<file path="src/rtl/shift_sequencer_pkg.sv">
// shift_sequencer_pkg
//   Shared definitions for the iterative barrel-shift sequencer:
//   - REGISTER_LEN : datapath width of the shifted operand
//   - COUNT_W      : width of the shift-step counter (holds up to 33)
//   - shift_type_e : LSL/LSR/ASR/ROR encodings, shared with decode logic
//   - effective_count() : number of 1-bit steps needed for a request
package shift_sequencer_pkg;

  localparam int REGISTER_LEN = 32;
  localparam int COUNT_W      = 6;
  localparam int AMOUNT_W     = 8;

  // Largest useful step count for LSL/LSR/ASR: 33 steps leaves LSL/LSR at
  // zero with a zero carry, and ASR saturated to sign fill.
  localparam logic [COUNT_W-1:0] MAX_LINEAR_COUNT = COUNT_W'(33);

  typedef enum logic [1:0] {
    SHIFT_LSL = 2'b00,
    SHIFT_LSR = 2'b01,
    SHIFT_ASR = 2'b10,
    SHIFT_ROR = 2'b11
  } shift_type_e;

  // Rotates only care about the amount modulo the register width; linear
  // shifts saturate once every bit (and the carry) has been pushed out.
  function automatic logic [COUNT_W-1:0] effective_count(
    input logic [AMOUNT_W-1:0] amount,
    input logic [1:0]          kind
  );
    logic [COUNT_W-1:0] count;
    if (kind == SHIFT_ROR) begin
      count = {1'b0, amount[4:0]};
    end else if (amount > AMOUNT_W'(MAX_LINEAR_COUNT)) begin
      count = MAX_LINEAR_COUNT;
    end else begin
      count = amount[COUNT_W-1:0];
    end
    return count;
  endfunction

endpackage

</file>
<file path="src/rtl/shift_sequencer_shift_step.sv">
// shift_step
//   Combinational single-bit shifter used by the sequencer each SHIFT cycle.
//   Ports:
//     value_in   : current working value
//     shift_type : LSL / LSR / ASR / ROR
//     value_out  : value_in moved by exactly one bit position
//     carry_out  : the bit that left the word (ROR: old bit 0)
module shift_step
  import shift_sequencer_pkg::*;
(
  input  logic [REGISTER_LEN-1:0] value_in,
  input  logic [1:0]              shift_type,
  output logic [REGISTER_LEN-1:0] value_out,
  output logic                    carry_out
);

  logic [REGISTER_LEN-1:0] left_bits;
  logic [REGISTER_LEN-1:0] right_bits;
  logic                    top_fill;

  // What enters bit 31 on a right move: zero, the sign bit, or old bit 0.
  always_comb begin
    top_fill = 1'b0;
    case (shift_type)
      SHIFT_ASR: top_fill = value_in[REGISTER_LEN-1];
      SHIFT_ROR: top_fill = value_in[0];
      default:   top_fill = 1'b0;
    endcase
  end

  // Both neighbour views are built per bit so the final select is a plain
  // 2:1 mux per output bit.
  genvar gi;
  generate
    for (gi = 0; gi < REGISTER_LEN; gi++) begin : g_bit
      if (gi == 0) begin : g_lsb
        assign left_bits[gi] = 1'b0;
      end else begin : g_lsb_n
        assign left_bits[gi] = value_in[gi-1];
      end

      if (gi == REGISTER_LEN - 1) begin : g_msb
        assign right_bits[gi] = top_fill;
      end else begin : g_msb_n
        assign right_bits[gi] = value_in[gi+1];
      end
    end
  endgenerate

  always_comb begin
    value_out = right_bits;
    carry_out = value_in[0];
    if (shift_type == SHIFT_LSL) begin
      value_out = left_bits;
      carry_out = value_in[REGISTER_LEN-1];
    end
  end

endmodule

</file>
<file path="src/rtl/shift_sequencer.sv">
// shift_sequencer
//   Multi-cycle shifter: a request is accepted in IDLE, the operand is moved
//   one bit per cycle in SHIFT, and the result is presented with a one-cycle
//   done pulse. Upstream stages are frozen through stall while work remains.
//   Ports:
//     clk        : sole clock, all state on rising edge
//     rst        : synchronous active-high reset, highest priority
//     start      : request a shift (only honoured in IDLE)
//     flush      : abort the operation in progress / drop a request
//     rm         : operand to shift
//     rs_amount  : shift amount (Rs[7:0])
//     shift_type : LSL / LSR / ASR / ROR
//     carry_in   : current C flag
//     busy       : FSM is not in IDLE
//     stall      : combinational freeze request to upstream stages
//     done       : one-cycle pulse, result/carry_out valid
//     result     : shifted value, held until the next completion
//     carry_out  : shifter carry-out, held with result
module shift_sequencer
  import shift_sequencer_pkg::*;
(
  input  logic                    clk,
  input  logic                    rst,
  input  logic                    start,
  input  logic                    flush,
  input  logic [REGISTER_LEN-1:0] rm,
  input  logic [AMOUNT_W-1:0]     rs_amount,
  input  logic [1:0]              shift_type,
  input  logic                    carry_in,
  output logic                    busy,
  output logic                    stall,
  output logic                    done,
  output logic [REGISTER_LEN-1:0] result,
  output logic                    carry_out
);

  localparam logic [1:0] ST_IDLE  = 2'd0;
  localparam logic [1:0] ST_SHIFT = 2'd1;
  localparam logic [1:0] ST_DONE  = 2'd2;

  logic [1:0]              state_reg;
  logic [1:0]              state_next;
  logic [COUNT_W-1:0]      count_reg;
  logic [REGISTER_LEN-1:0] work_reg;
  logic [1:0]              type_reg;
  logic [REGISTER_LEN-1:0] result_reg;
  logic                    carry_out_reg;

  logic                    accept;
  logic [COUNT_W-1:0]      start_count;
  logic                    start_carry;
  logic [REGISTER_LEN-1:0] step_value;
  logic                    step_carry;
  logic                    last_step;

  // ------------------------------------------------------------------
  // Request decode
  // ------------------------------------------------------------------
  assign accept      = (state_reg == ST_IDLE) && start && !flush;
  assign start_count = effective_count(rs_amount, shift_type);
  assign last_step   = (count_reg == COUNT_W'(1));

  // A zero-step request finishes straight from IDLE. For a rotate by a
  // non-zero multiple of 32 the carry is the operand's top bit; for every
  // other zero-step case (amount of 0) the C flag passes through.
  always_comb begin
    start_carry = carry_in;
    if (shift_type == SHIFT_ROR && rs_amount != '0 && rs_amount[4:0] == 5'd0) begin
      start_carry = rm[REGISTER_LEN-1];
    end
  end

  shift_step u_shift_step (
    .value_in   (work_reg),
    .shift_type (type_reg),
    .value_out  (step_value),
    .carry_out  (step_carry)
  );

  // ------------------------------------------------------------------
  // FSM: state register
  // ------------------------------------------------------------------
  always_ff @(posedge clk) begin
    if (rst) begin
      state_reg <= ST_IDLE;
    end else begin
      state_reg <= state_next;
    end
  end

  // ------------------------------------------------------------------
  // FSM: next-state logic
  // ------------------------------------------------------------------
  always_comb begin
    state_next = state_reg;
    case (state_reg)
      ST_IDLE: begin
        if (accept) begin
          state_next = (start_count == '0) ? ST_DONE : ST_SHIFT;
        end
      end
      ST_SHIFT: begin
        if (flush) begin
          state_next = ST_IDLE;
        end else if (last_step) begin
          state_next = ST_DONE;
        end
      end
      ST_DONE: state_next = ST_IDLE;
      default: state_next = ST_IDLE;
    endcase
  end

  // ------------------------------------------------------------------
  // FSM: outputs
  // ------------------------------------------------------------------
  always_comb begin
    busy  = (state_reg != ST_IDLE);
    done  = (state_reg == ST_DONE);
    stall = accept || (state_reg == ST_SHIFT);
  end

  // ------------------------------------------------------------------
  // Datapath: working value, counter and held result
  // ------------------------------------------------------------------
  // The result registers are written on the same edge that enters DONE, so
  // they are valid together with the done pulse. A flushed operation never
  // reaches that edge and the previous result stays visible.
  always_ff @(posedge clk) begin
    if (rst) begin
      count_reg     <= '0;
      work_reg      <= '0;
      type_reg      <= SHIFT_LSL;
      result_reg    <= '0;
      carry_out_reg <= 1'b0;
    end else begin
      case (state_reg)
        ST_IDLE: begin
          if (accept) begin
            work_reg  <= rm;
            type_reg  <= shift_type;
            count_reg <= start_count;
            if (start_count == '0) begin
              result_reg    <= rm;
              carry_out_reg <= start_carry;
            end
          end
        end
        ST_SHIFT: begin
          if (flush) begin
            count_reg <= '0;
          end else begin
            work_reg  <= step_value;
            count_reg <= count_reg - COUNT_W'(1);
            if (last_step) begin
              result_reg    <= step_value;
              carry_out_reg <= step_carry;
            end
          end
        end
        default: begin
          count_reg <= '0;
        end
      endcase
    end
  end

  assign result    = result_reg;
  assign carry_out = carry_out_reg;

endmodule

</file>
<file path="config.mk">
export PLATFORM = sky130hd
export DESIGN_NAME = shift_sequencer
export DESIGN_NICKNAME = d
export VERILOG_FILES = /design/src/rtl/shift_sequencer_pkg.sv /design/src/rtl/shift_sequencer_shift_step.sv /design/src/rtl/shift_sequencer.sv
export SDC_FILE = /design/constraint.sdc
export NUM_CORES = 1
export LEC_CHECK = 0
export CAP_MARGIN = 5
export CORE_ASPECT_RATIO = 0.5
export CORE_UTILIZATION = 49
export CTS_CLUSTER_DIAMETER = 30
export DETAILED_ROUTE_END_ITERATION = 10
export GPL_TIMING_DRIVEN = 0
export HOLD_SLACK_MARGIN = 0.06
export PLACE_DENSITY = 0.77
export RECOVER_POWER = 25
export SLEW_MARGIN = 15
export SYNTH_ARGS = -nofsm -noshare
export SYNTH_HDL_FRONTEND = slang
export SYNTH_SLANG_ARGS = --single-unit
export TNS_END_PERCENT = 100
</file>
<file path="constraint.sdc">
create_clock -name clk -period 5.8 [get_ports clk]
set_input_delay 0.87 -clock clk [delete_from_list [all_inputs] [get_ports clk]]
set_output_delay 0.87 -clock clk [all_outputs]
set_load 0.005 [all_outputs]
</file>
==> impl_metrics.csv <==
group,metric,value,unit
yosys,synth_area_leaders,"dfxtp_1, o211ai_1, mux2i_1",
clocking,cts-htree-levels,3,
timing,max-slew-margin-rel,50.69,%
power_and_ir_drop,power.density,249.3,mW/mm²
routing,routed_wirelength,10.75,mm
yosys,synth_edf_count,0,
cells_and_area,areaGrowthSynthToFinish,30.93,%
routing,avgRoutedWirePerCell,16.14,µm
timing,max_freq,304.6,MHz
global_route,grt_util_all_layers,27.50,%
power_and_ir_drop,p_leak,1.853,nW
floorplan,fp.coreArea,0.007570,mm²
placed_design,gp_congestion,0.8899,
floorplan,rows,22,
timing,final_max_slew_viol_count,0,
timing,finalSetupViolations,0,
yosys,async_flop_share,0,%
clocking,post_cts_buffers,0,
yosys,ys.flop_type,"dfxtp_1",
global_route,grt_pass1_vias,3644,
cells_and_area,nFillCells,636,
clocking,ctsHoldBuffers,0,
yosys,synth_area_leader_cell,"dfxtp_1",
cells_and_area,drive_gt1_share,5.018,%
global_route,antenna_found_initial,0,
timing,fin_setup_tns,0,ps
routing,antenna_left,0,
yosys,yosys.area.top_type_share,37.88,%
worst_setup_path,path_max_fanout,4,
clocking,cts_tree,"done",
flow_run,drv_cap,0,
clocking,clock_latency,340,ps
yosys,yosysWarnings,0,
clocking,cts-resized-gates,0,
yosys,synth-seq-cells,75,
worst_setup_path,worstSetupStartpointType,"input pin",
yosys,yosysSeqAreaShare,37.88,%
yosys,netlist_instances,462,
cells_and_area,diodes,0,
routing,drt-pass1-iter-count,5,
routing,drcViolationCount,0,
timing,fin_ws,2517,ps
timing,clock_skew,5.322,ps
floorplan,dieArea,0.008475,mm²
yosys,postSynthNetCount,511,
timing,fin_crit,3283,ps
yosys,syn_area,0.003964,mm²
worst_setup_path,critPathCaptureType,"output port",
timing,hold_viol_final,0,
outcome,status,"complete, no violations",
cells_and_area,fin_nets,603,
yosys,synthTopCellsByCount,"dfxtp_1, nand2_1, o211ai_1",
hold_path,hp-class,"reg -> reg",
placed_design,dp_hpwl,7.804,mm
clocking,clock_sinks,75,
global_route,grt_pass1_wl,17.80,mm
routing,detail_route.iter0.violations,268,
worst_setup_path,critPathKind,"in -> out",
power_and_ir_drop,irDropWorstVdd,0.1598,mV
yosys,post_synth.cell_area_avg,8.580,µm²
floorplan,die_w,129.2,µm
global_route,grt_overflow_total,0,
global_route,grt_max_degree,12,
clocking,cts_buffer_depth,2,
yosys,synth.distinct_cells,44,
routing,num_vias,3923,
routing,vias_per_cell,5.890,
worst_setup_path,cp_data_arrival_time,2410,ps
clocking,clkTransAtPathRegs,60,ps
clocking,cts_buffers,9,
placed_design,dp_slack,2548,ps
placed_design,io_buffers,81,
timing,finalCritPeriodShare,56.60,%
floorplan,die_y,65.60,µm
worst_setup_path,crit_required,4930,ps
timing,rsz0062_at_grt,"false",
floorplan,start_util,52.36,%
floorplan,io_pins,83,
timing,worstMarginPinSlew,738.1,ps
clocking,root_buffer,"clkbuf_16",
yosys,yosysMostFrequentCell,"dfxtp_1",
-- area by class of cell --
cell class / instances / area [µm²] / area share, %
well taps: 108 / 135.1 / 2.604
repair buffers: 81 / 810.8 / 15.62
flip-flops and latches: 75 / 1501 / 28.93
plain buffers: 42 / 181.4 / 3.496
multi-input cells: 341 / 2266 / 43.66
clock buffers: 13 / 270.3 / 5.207
clock inverters: 2 / 10.01 / 0.1929
inverters: 4 / 15.01 / 0.2893
-- power by group --
part           leakage [nW]  switching (mW)  total, mW  internal (mW)
clock network         0.141           0.207      0.528          0.321
registers             0.610          0.0169      0.554          0.537
logic                  1.10           0.121      0.212         0.0913
-- logic make-up (layout without fill, tap and decap cells) --
kind of cell | Yosys count | count (layout) | share of synthesized area (%)
flip-flops | 75 | 75 | 37.88
adder cells (fa/ha/maj) | 2 | 2 | 0.6312
multiplexers | 35 | 35 | 8.933
XOR/XNOR | 2 | 2 | 0.4420
AO/OA/AOI/OAI | 189 | 189 | 34.60
AND/OR/NAND/NOR | 113 | 113 | 12.56
buffers and inverters | 46 | 142 | 4.956
-- worst max-delay path, stage by stage --
cell	delay, ps
clkdlybuf4s50_1	540
nor2b_1	270
nor2_1	130
nor2_1	100
clkdlybuf4s50_1	500
-- stage by stage --
stage	utilization [%]	hold WS [ps]	cell area, µm²	instances	total power [mW]
detailed placement	64.86	444.9	4910	651	0.7726
CTS	68.56	457.3	5190	666	1.298
global placement	64.86	447.4	4910	651	0.7693
global route	68.56	472.9	5190	666	1.353
floorplan	-	450.0	3964	462	0.6897
finish	68.56	454.3	5190	666	1.294
-- metal layers --
| metal | vias to the layer above | wire length (µm) | GRT usage [%] |
|---|---|---|---|
| li1 | 1912 | - | - |
| met1 | 1848 | 5040 | 36.58 |
| met2 | 144 | 4724 | 42.94 |
| met3 | 19 | 801 | 7.329 |
| met4 | 0 | 180 | 9.853 |
| met5 | - | 0 | 0 |
-- layout by cell type (no fill, tap or decap), types with 2 or more instances in the layout --
master | Yosys | final
nand2_1 | 69 | 69
dfxtp_1 | 75 | 75
o21ai_0 | 8 | 8
clkdlybuf4s50_1 | 0 | 56
a221oi_1 | 2 | 2
inv_2 | 2 | 2
a211o_1 | 30 | 30
nor3_1 | 3 | 3
nand3b_1 | 3 | 3
clkinv_2 | 0 | 2
clkbuf_16 | 0 | 9
clkbuf_8 | 0 | 3
buf_8 | 2 | 2
clkbuf_1 | 36 | 38
nand2b_1 | 3 | 3
nor2_1 | 19 | 19
xor2_1 | 2 | 2
o21a_1 | 32 | 32
inv_1 | 2 | 2
a31oi_1 | 2 | 2
nor3b_1 | 2 | 2
o211ai_1 | 62 | 62
mux2_2 | 3 | 3
ha_1 | 2 | 2
mux2i_1 | 32 | 32
nor2b_1 | 4 | 4
buf_1 | 3 | 2
nand3_1 | 4 | 4
a221o_1 | 2 | 2
dlygate4sd3_1 | 0 | 25
a21oi_1 | 40 | 40
-- path summary, 6_finish.rpt --
| check | slack, ps | to | depth (start not counted) | start |
|---|---|---|---|---|
| hold / removal | 450 | result[6]$_SDFFE_PP0P_ | 2 | result[6]$_SDFFE_PP0P_ |
| hold reg to reg | 450 | result[6]$_SDFFE_PP0P_ | 2 | result[6]$_SDFFE_PP0P_ |
| setup reg to reg | 3390 | result[15]$_SDFFE_PP0P_ | 6 | state_reg[1]$_SDFFE_PP0P_ |
| setup / recovery | 2520 | stall | 5 | start |
(Power assumes the default switching activity.)
